$ cat src/rtl/lsu_mem_port.sv
// Load/store unit in front of a word-only data memory. Byte and halfword
// accesses, sign/zero extension and misaligned splitting are built from whole
// word reads and writes using read-modify-write sequencing.
module lsu_mem_port #(
    parameter int unsigned WORDS = 32,
    parameter int unsigned IDXW  = 5
) (
    input  logic            clk,
    input  logic            rst,
    input  logic            req_valid,
    output logic            req_ready,
    input  logic            req_store,
    input  logic [2:0]      req_funct3,
    input  logic [31:0]     req_addr,
    input  logic [31:0]     req_wdata,
    output logic            resp_valid,
    input  logic            resp_ready,
    output logic [31:0]     resp_rdata,
    output logic            resp_err,
    output logic [IDXW-1:0] mem_rd_addr,
    input  logic [31:0]     mem_rd_data,
    output logic [IDXW-1:0] mem_wr_addr,
    output logic [31:0]     mem_wr_data,
    output logic            mem_we
);

    typedef enum logic [2:0] {
        StIdle,
        StRd0,
        StRd1,
        StWr0,
        StWr1,
        StDone
    } state_t;

    state_t          r_state;
    state_t          w_state_d;
    logic            r_store;
    logic [2:0]      r_funct3;
    logic [1:0]      r_off;
    logic [IDXW-1:0] r_lo;
    logic [31:0]     r_wdata;
    logic [31:0]     r_buf0;
    logic [31:0]     r_buf1;
    logic [31:0]     r_rdata;
    logic            r_err;

    logic [IDXW-1:0] w_hi;
    logic            w_split;
    logic            w_req_illegal;
    logic            w_req_aligned_sw;
    logic [4:0]      w_shamt;
    logic [31:0]     w_size_mask;
    logic [63:0]     w_mask64;
    logic [63:0]     w_data64;
    logic [63:0]     w_merged;
    logic [63:0]     w_ld_img;
    logic [63:0]     w_ld_shift;
    logic [31:0]     w_ld_data;
    logic            w_enter_done;
    logic [IDXW-1:0] w_rd_addr;
    logic [IDXW-1:0] w_wr_addr;
    logic [31:0]     w_wr_data;
    logic            w_we;
    logic            w_unused_addr;

    // Address bits above the word index do not select anything.
    assign w_unused_addr = ^{req_addr[31:IDXW+2]};

    // Request decode and derived address fields.
    always_comb begin
        w_req_illegal    = (req_funct3 == 3'b011) || (req_funct3 == 3'b110) ||
                           (req_funct3 == 3'b111) || (req_store && req_funct3[2]);
        w_req_aligned_sw = req_store && (req_funct3 == 3'b010) && (req_addr[1:0] == 2'b00);
        w_hi             = IDXW'((32'(r_lo) + 32'd1) % WORDS);
        w_split          = ((r_funct3[1:0] == 2'b01) && (r_off == 2'b11)) ||
                           ((r_funct3[1:0] == 2'b10) && (r_off != 2'b00));
        w_shamt          = {r_off, 3'b000};
    end

    // Store merge over the two-word image and load extraction.
    always_comb begin
        unique case (r_funct3[1:0])
            2'b00:   w_size_mask = 32'h0000_00FF;
            2'b01:   w_size_mask = 32'h0000_FFFF;
            default: w_size_mask = 32'hFFFF_FFFF;
        endcase
        w_mask64 = {32'b0, w_size_mask} << w_shamt;
        w_data64 = {32'b0, r_wdata} << w_shamt;
        w_merged = ({r_buf1, r_buf0} & ~w_mask64) | (w_data64 & w_mask64);

        // The word being read this cycle is not yet in its buffer.
        w_ld_img   = (r_state == StRd1) ? {mem_rd_data, r_buf0} : {r_buf1, mem_rd_data};
        w_ld_shift = w_ld_img >> w_shamt;
        unique case (r_funct3)
            3'b000:  w_ld_data = {{24{w_ld_shift[7]}}, w_ld_shift[7:0]};
            3'b001:  w_ld_data = {{16{w_ld_shift[15]}}, w_ld_shift[15:0]};
            3'b100:  w_ld_data = {24'b0, w_ld_shift[7:0]};
            3'b101:  w_ld_data = {16'b0, w_ld_shift[15:0]};
            default: w_ld_data = w_ld_shift[31:0];
        endcase
    end

    // Next-state logic and memory port drive.
    always_comb begin
        w_state_d = r_state;
        w_rd_addr = '0;
        w_wr_addr = '0;
        w_wr_data = '0;
        w_we      = 1'b0;
        unique case (r_state)
            StIdle: begin
                if (req_valid) begin
                    if (w_req_illegal) begin
                        w_state_d = StDone;
                    end else if (w_req_aligned_sw) begin
                        w_state_d = StWr0;
                    end else begin
                        w_state_d = StRd0;
                    end
                end
            end
            StRd0: begin
                w_rd_addr = r_lo;
                if (w_split) begin
                    w_state_d = StRd1;
                end else begin
                    w_state_d = r_store ? StWr0 : StDone;
                end
            end
            StRd1: begin
                w_rd_addr = w_hi;
                w_state_d = r_store ? StWr0 : StDone;
            end
            StWr0: begin
                w_we      = 1'b1;
                w_wr_addr = r_lo;
                w_wr_data = w_merged[31:0];
                w_state_d = w_split ? StWr1 : StDone;
            end
            StWr1: begin
                w_we      = 1'b1;
                w_wr_addr = w_hi;
                w_wr_data = w_merged[63:32];
                w_state_d = StDone;
            end
            StDone: begin
                if (resp_ready) begin
                    w_state_d = StIdle;
                end
            end
            default: w_state_d = StIdle;
        endcase
        w_enter_done = (w_state_d == StDone) && (r_state != StDone);
    end

    // State, request capture, read buffers and registered response.
    always_ff @(posedge clk) begin
        if (rst) begin
            r_state  <= StIdle;
            r_store  <= 1'b0;
            r_funct3 <= 3'b000;
            r_off    <= 2'b00;
            r_lo     <= '0;
            r_wdata  <= '0;
            r_buf0   <= '0;
            r_buf1   <= '0;
            r_rdata  <= '0;
            r_err    <= 1'b0;
        end else begin
            r_state <= w_state_d;
            if (r_state == StIdle && req_valid) begin
                r_store  <= req_store;
                r_funct3 <= req_funct3;
                r_off    <= req_addr[1:0];
                r_lo     <= req_addr[IDXW+1:2];
                r_wdata  <= req_wdata;
            end
            if (r_state == StRd0) begin
                r_buf0 <= mem_rd_data;
            end
            if (r_state == StRd1) begin
                r_buf1 <= mem_rd_data;
            end
            if (w_enter_done) begin
                // Only an illegal request goes straight from idle to done.
                r_err   <= (r_state == StIdle);
                r_rdata <= ((r_state == StRd0 || r_state == StRd1) && !r_store) ?
                           w_ld_data : 32'h0;
            end
        end
    end

    // Outputs are forced quiet while reset is held so nothing leaks mid-abort.
    always_comb begin
        req_ready   = (r_state == StIdle) && !rst;
        resp_valid  = (r_state == StDone) && !rst;
        resp_rdata  = r_rdata;
        resp_err    = r_err;
        mem_we      = w_we && !rst;
        mem_rd_addr = rst ? '0 : w_rd_addr;
        mem_wr_addr = rst ? '0 : w_wr_addr;
        mem_wr_data = w_wr_data;
    end

endmodule
$ cat config.mk
export PLATFORM = sky130hd
export DESIGN_NAME = lsu_mem_port
export DESIGN_NICKNAME = d
export VERILOG_FILES = /design/src/rtl/lsu_mem_port.sv
export SDC_FILE = /design/constraint.sdc
export NUM_CORES = 1
export LEC_CHECK = 0
export CAP_MARGIN = 25
export CORE_ASPECT_RATIO = 1.5
export CORE_MARGIN = 4
export CORE_UTILIZATION = 55
export CTS_CLUSTER_DIAMETER = 200
export CTS_CLUSTER_SIZE = 30
export DETAILED_ROUTE_END_ITERATION = 8
export HOLD_SLACK_MARGIN = 0.02
export PLACE_DENSITY = 0.84
export SETUP_SLACK_MARGIN = 0.4
export SLEW_MARGIN = 0
export SYNTH_ARGS = -nofsm -noshare
export SYNTH_HDL_FRONTEND = slang
export SYNTH_SLANG_ARGS = --single-unit
$ cat constraint.sdc
create_clock -name clk -period 7.64 [get_ports clk]
set_input_delay 2.292 -clock clk [delete_from_list [all_inputs] [get_ports clk]]
set_output_delay 2.292 -clock clk [all_outputs]
set_load 0.05 [all_outputs]
==> results of run 1 <==
state kept, by name (all words and copies together), names as in the netlist:
name / flops
r_buf0: 32
r_buf1: 32
r_funct3: 3
r_lo: 5
r_off: 2
r_state: 3
r_store: 1
r_wdata: 32
resp_err: 1
resp_rdata: 32
tightest hold or removal path: stages (launching register included):
cell and delay [ps]:
dfxtp_1 310, nand2_1 50, a21oi_1 50
through the flow:
| stage | utilization, % | total power [mW] | std cells | hold WS [ps] | setup slack [ps] |
|---|---|---|---|---|---|
| after floorplan | - | 1.211 | 930 | 436.6 | 1224 |
| after global placement | 67.71 | 1.374 | 1209 | 442.0 | 1619 |
| after detailed placement | 67.84 | 1.387 | 1211 | 450.2 | 1618 |
| after CTS | 72.54 | 2.311 | 1243 | 458.5 | 1621 |
| after global routing | 72.56 | 2.396 | 1244 | 479.3 | 1502 |
| final | 72.56 | 2.315 | 1244 | 458.6 | 1627 |
worst max path at each step:
stage	cells past startpoint	startpoint	to	slack, ps
after global routing	3	r_state[2]	mem_wr_data[1]	1500
after CTS	3	rst	resp_valid	1620
final	3	rst	resp_valid	1630
after floorplan	3	rst	req_ready	1220
after global placement	3	rst	resp_valid	1620
after detailed placement	3	rst	resp_valid	1620
synthesized netlist by cell type, types with 7 or more instances:
master and instances:
clkbuf_1 57, nand3_1 9, nor2_1 75, a22oi_1 8, a21oi_1 109, o2bb2ai_1 7
o21ai_0 25, mux4_2 33, o22ai_1 31, mux2i_1 101, a211o_1 19, nand2_1 195
nor2b_1 7, o221ai_1 8, a22o_1 16, dfxtp_1 143, mux2_2 9, buf_2 12
routing by layer:
metal,global-route usage (%),share of wire [%],vias to the layer above,wire (um)
met5,0,0,-,0
met1,37.92,38,3721,9562
li1,-,-,3571,-
met2,47.45,47,469,11750
met3,4.348,8.8,87,2216
met4,17.25,6.1,0,1536
area by class of cell:
type                       count  area, um^2  share of cell area (%)
sequential                   143        2867                   27.97
timing repair buffer         169        1660                   16.20
multi-input combinational    705        4808                   46.92
antenna                        1       2.502                 0.02442
clock buffer                  19       454.2                   4.432
clock inverter                13       209.0                   2.039
tap                          192       240.2                   2.344
inverter                       2       7.507                 0.07325
cell families after synthesis:
group / share of synthesized area (%)
DFF: 35.71
muxes: 23.43
and+or+nand+nor: 16.58
buffers and inverters: 4.589
AOI/OAI and AO/OA: 19.21
adders and majority gates: 0.1561
xor gates and xnor gates: 0.3278
where the power goes:
group	internal [mW]	switching (mW)
logic	0.209	0.309
registers	0.802	0.0640
clock network	0.600	0.332
==> impl_metrics.tcl, run 1 <==
set metrics [dict create \
    ios 182 \
    synth_nets 1035 \
    route.detailed.drc 0 \
    worstReg2RegEnd "resp_rdata[12]" \
    arrival_ps 3720 \
    grt_pass1_vias 7439 \
    required_ps 5350 \
    post_cts_buffers 0 \
    hold_depth 2 \
    skew_ps 8.086 \
    die_h_um 155.9 \
    worst_setup_path_start_kind "input pin" \
    r2r_start "r_state[2]" \
    cts_sinks 143 \
    dieArea_um2 16610 \
    leakage_nw 4.050 \
    syn_inst 930 \
    die_w_um 106.6 \
    grt_pass1_wl_um 38810 \
    area_growth_pct 27.84 \
    grt_usage_pct 29.57 \
    antenna_found_initial 1 \
    r2r_setup_slack_ps 4340 \
    synth_cell_types 59 \
    cp_slowest_stage_delay_ps 690 \
    initial_core_util_pct 56.75 \
    nFillCells 1046 \
    cap_viol_max_count 0 \
    outcome "complete, no violations" \
    wire_per_inst_um 20.15 \
    synth-async-reset-ratio_pct 0 \
    holdBufCountCts 0 \
    synth_edf_count 0 \
    rsz0062_at_grt "no" \
    fin_crit_ps 6013 \
    design.core.area_um2 14120 \
    num-nets-final 1143 \
    globalplace.congestion 0.9241 \
    min_path_type "flip-flop to flip-flop" \
    vias_per_cell 6.309 \
    yosys.area.top_type "dfxtp_1" \
    ant_nets 0 \
    path_cells "buf_4 -> and3b_1 -> clkdlybuf4s50_1" \
    drv_slew 0 \
    relSlewSlack_pct 30.08 \
    final_hold_viol_count 0 \
    ys.flop_type "dfxtp_1" \
    dr.pass1.iters 6 \
    placed_area_um2 9583 \
    path_delay_family "buffers and inverters" \
    worst-path-buf-inv 2 \
    postLayoutCellArea_um2 10250 \
    ys_warn_count 0 \
    max_freq_ghz 0.1663 \
    synth.area.top_cells "dfxtp_1 (36%), mux2i_1 (13%), mux4_2 (9.3%)" \
    cp-end-kind "output pin" \
    std_cell_rows 53 \
    synth.yosys.seq_area_share_pct 35.71 \
    layout_common_cells "nand2_1 (195), clkdlybuf4s50_1 (155), dfxtp_1 (142)" \
    grt_max_degree 66 \
    syn_avg_cell_area_um2 8.620 \
    cts_resized 0 \
    powerDensity_nw_per_um2 225.9 \
    r2r_cells 6 \
    cpMaxStageDelayCell "clkdlybuf4s50_1" \
    port_buffers 156 \
    crit_path_max_fanout 62 \
    vias 7848 \
    cts.path.max_buffers 2 \
    worst_pin_slew_ps 1046 \
    finalCritPeriodShare_pct 78.71 \
    setup_viol 0 \
    gr-total-overflow 0 \
    min_to "r_buf1[30]" \
    drt_iter0_markers 755 \
    setup.worst_path.class "input pin to output pin" \
    cts_buffers 17 \
    worst_skew_pair.late_latency_ps 420 \
    drt-total-wl_um 25070 \
    irDropWorstVdd_mv 0.1359 \
    final_layout_size_suffix_gt1_share_pct 9.610 \
    mostFrequentLayoutCell "nand2_1" \
    setup_tns_ps 0 \
    dp_hpwl_um 17590 \
    ys_ff_latch 143 \
    netlist.area_leader.share_pct 35.71 \
    cts-root-buf "clkbuf_16" \
    netlist_area_um2 8016 \
    path_clk_slew_ps 60 \
    hold_path_startpoint "r_buf1[30]" \
    htreeDepth 4 \
    cts_tree "done" \
]
(Power assumes the default switching activity.)
==> run 2: changes to the inputs <==
--- a/config.mk
+++ b/config.mk
@@ -8,12 +8,12 @@
 export CAP_MARGIN = 25
 export CORE_ASPECT_RATIO = 1.5
 export CORE_MARGIN = 4
-export CORE_UTILIZATION = 55
+export CORE_UTILIZATION = 51
 export CTS_CLUSTER_DIAMETER = 200
 export CTS_CLUSTER_SIZE = 30
 export DETAILED_ROUTE_END_ITERATION = 8
 export HOLD_SLACK_MARGIN = 0.02
-export PLACE_DENSITY = 0.84
+export PLACE_DENSITY = 0.79
 export SETUP_SLACK_MARGIN = 0.4
 export SLEW_MARGIN = 0
 export SYNTH_ARGS = -nofsm -noshare
==> constraint.sdc (replaced) <==
create_clock -name clk -period 5.72 [get_ports clk]
set_input_delay 1.716 -clock clk [delete_from_list [all_inputs] [get_ports clk]]
set_output_delay 1.716 -clock clk [all_outputs]
set_load 0.05 [all_outputs]
==> run 2 against run 1 <==
Net effect:
- combinational power increased by 34%
- core utilization decreased by 5.1 points
- clock skew decreased by 1.5 ps
- clock-buffer cell count increased by 4
- worst hold slack about the same
- critical path depth increased by 1
- wire length decreased by 1.3%
- global-route usage decreased by 1.8 points
- power increased by 35%
- sequential power increased by 33%
- critical path type is now flip-flop to output pin
- critical endpoint is now mem_wr_data[16]
- highest routed layer unchanged
==> impl_metrics.tcl, run 2 (synthesis gave the netlist of run 1 again) <==
set metrics [dict create \
    outcome "complete, no violations" \
    setup.worst_path.class "flip-flop to output pin" \
    r2r_start "r_state[0]" \
    postLayoutCellArea_um2 10310 \
    ios 182 \
    cpMaxStageDelayCell "clkdlybuf4s50_1" \
    port_buffers 156 \
    cts_resized 0 \
    grt_usage_pct 27.72 \
    nFillCells 1266 \
    cp-end-kind "output pin" \
    powerDensity_nw_per_um2 303.6 \
    final_layout_size_suffix_gt1_share_pct 10.88 \
    r2r_setup_slack_ps 2450 \
    worst_skew_pair.late_latency_ps 420 \
    std_cell_rows 55 \
    fin_cells 1256 \
    path_cells "nor2b_1 -> nand2_1 -> o22ai_1 -> clkdlybuf4s50_1" \
    antenna_found_initial 0 \
    min_to "r_buf1[29]" \
    globalplace.congestion 0.9175 \
    cts_sinks 143 \
    vias 7736 \
    worst_pin_slew_ps 1055 \
    num-nets-final 1150 \
    htreeDepth 4 \
    holdBufCountCts 0 \
    grt_max_degree 67 \
    irDropWorstVdd_mv 0.1776 \
    crit_path_max_fanout 25 \
    skew_ps 6.635 \
    setup_viol 0 \
    cap_viol_max_count 0 \
    multi_input_area_um2 4803 \
    initial_core_util_pct 52.47 \
    finalCritPeriodShare_pct 88.66 \
    post_cts_buffers 0 \
    design.core.area_um2 15280 \
    vias_per_cell 6.159 \
    placed_area_um2 9618 \
    path_clk_slew_ps 60 \
    cp_slowest_stage_delay_ps 870 \
    area_growth_pct 28.61 \
    max_freq_ghz 0.1972 \
    register_area_um2 2867 \
    final_hold_viol_count 0 \
    gr-total-overflow 0 \
    grt_pass1_wl_um 38270 \
    drv_slew 0 \
    min_path_type "flip-flop to flip-flop" \
    mostFrequentLayoutCell "nand2_1" \
    dr.pass1.iters 5 \
    path_depth 4 \
    antenna_cells 0 \
    cts.path.max_buffers 2 \
    r2r_cells 6 \
    hold_depth 2 \
    die_w_um 110.4 \
    rsz0062_at_grt "no" \
    fin_crit_ps 5071 \
    cts-root-buf "clkbuf_16" \
    drt_iter0_markers 794 \
    relSlewSlack_pct 29.65 \
    ant_nets 0 \
    grt_pass1_vias 7143 \
    setup_tns_ps 0 \
    worst_setup_path_start_kind "flip-flop" \
    hold_path_startpoint "r_buf1[29]" \
    dp_hpwl_um 17660 \
    layout_common_cells "nand2_1 (195), clkdlybuf4s50_1 (148), dfxtp_1 (142)" \
    path_delay_family "buffers and inverters" \
    route.detailed.drc 0 \
    cts_buffers 17 \
    die_h_um 161.6 \
    worstReg2RegEnd "resp_rdata[22]" \
    placed_cells 1225 \
    required_ps 4000 \
    worst-path-buf-inv 1 \
    drt-total-wl_um 24730 \
    arrival_ps 3360 \
    leakage_nw 4.120 \
    cts_tree "done" \
    dieArea_um2 17830 \
    wire_per_inst_um 19.69 \
]
==> run 2: changes by cell type in the layout (fill, tap and decap cells not counted), sizes merged <==
| cell | previous run | this run |
|---|---|---|
| clkdlybuf4s50 | 155 | 148 |
| clkinv | 4 | 3 |
| inv | 3 | 2 |
| buf | 14 | 28 |
| diode | 1 | 0 |
| clkinvlp | 3 | 0 |
| clkbuf | 19 | 23 |
==> run 2: worst min-delay path, cell delays in order (launching register included) <==
cell     delay, ps
dfxtp_1        310
nand2_1         50
a21oi_1         50
==> run 2: layout make-up <==
cell class                 count  area share, %
clock inverter                 8          1.675
tap                          199          2.415
timing repair buffer         176          16.41
inverter                       2        0.07282
multi-input combinational    705          46.59
sequential                   143          27.80
clock buffer                  23          5.036
==> run 2: metrics by stage <==
stage,util (%),power [mW],hold WS (ps),worst slack [ps]
final,67.49,3.131,458.5,648.6
after global routing,67.49,3.234,474.5,440.6
after CTS,67.49,3.131,457.5,692.2
after floorplan,-,1.618,436.6,456.4
after global placement,62.91,1.843,442.3,1037
after detailed placement,62.96,1.857,446.5,1030
==> run 2: how the worst max path moves through the flow <==
stage / start / to
floorplan: rst / req_ready
global placement: rst / mem_we
detailed placement: rst / req_ready
CTS: r_state[0] / mem_wr_data[16]
global route: r_state[0] / mem_wr_addr[2]
finish: r_state[0] / mem_wr_data[16]
==> run 2: routing by layer <==
layer,vias to the layer above,global-route usage (%),routed length [um]
met5,-,0,0
met4,0,11.54,1048
met3,64,4.238,1901
met2,420,45.66,12200
met1,3664,35.89,9584
li1,3588,-,-
==> run 2: report_power, final <==
group,internal (mW),switching [mW]
Clock,0.857,0.426
Combinational,0.283,0.412
Sequential,1.07,0.0813
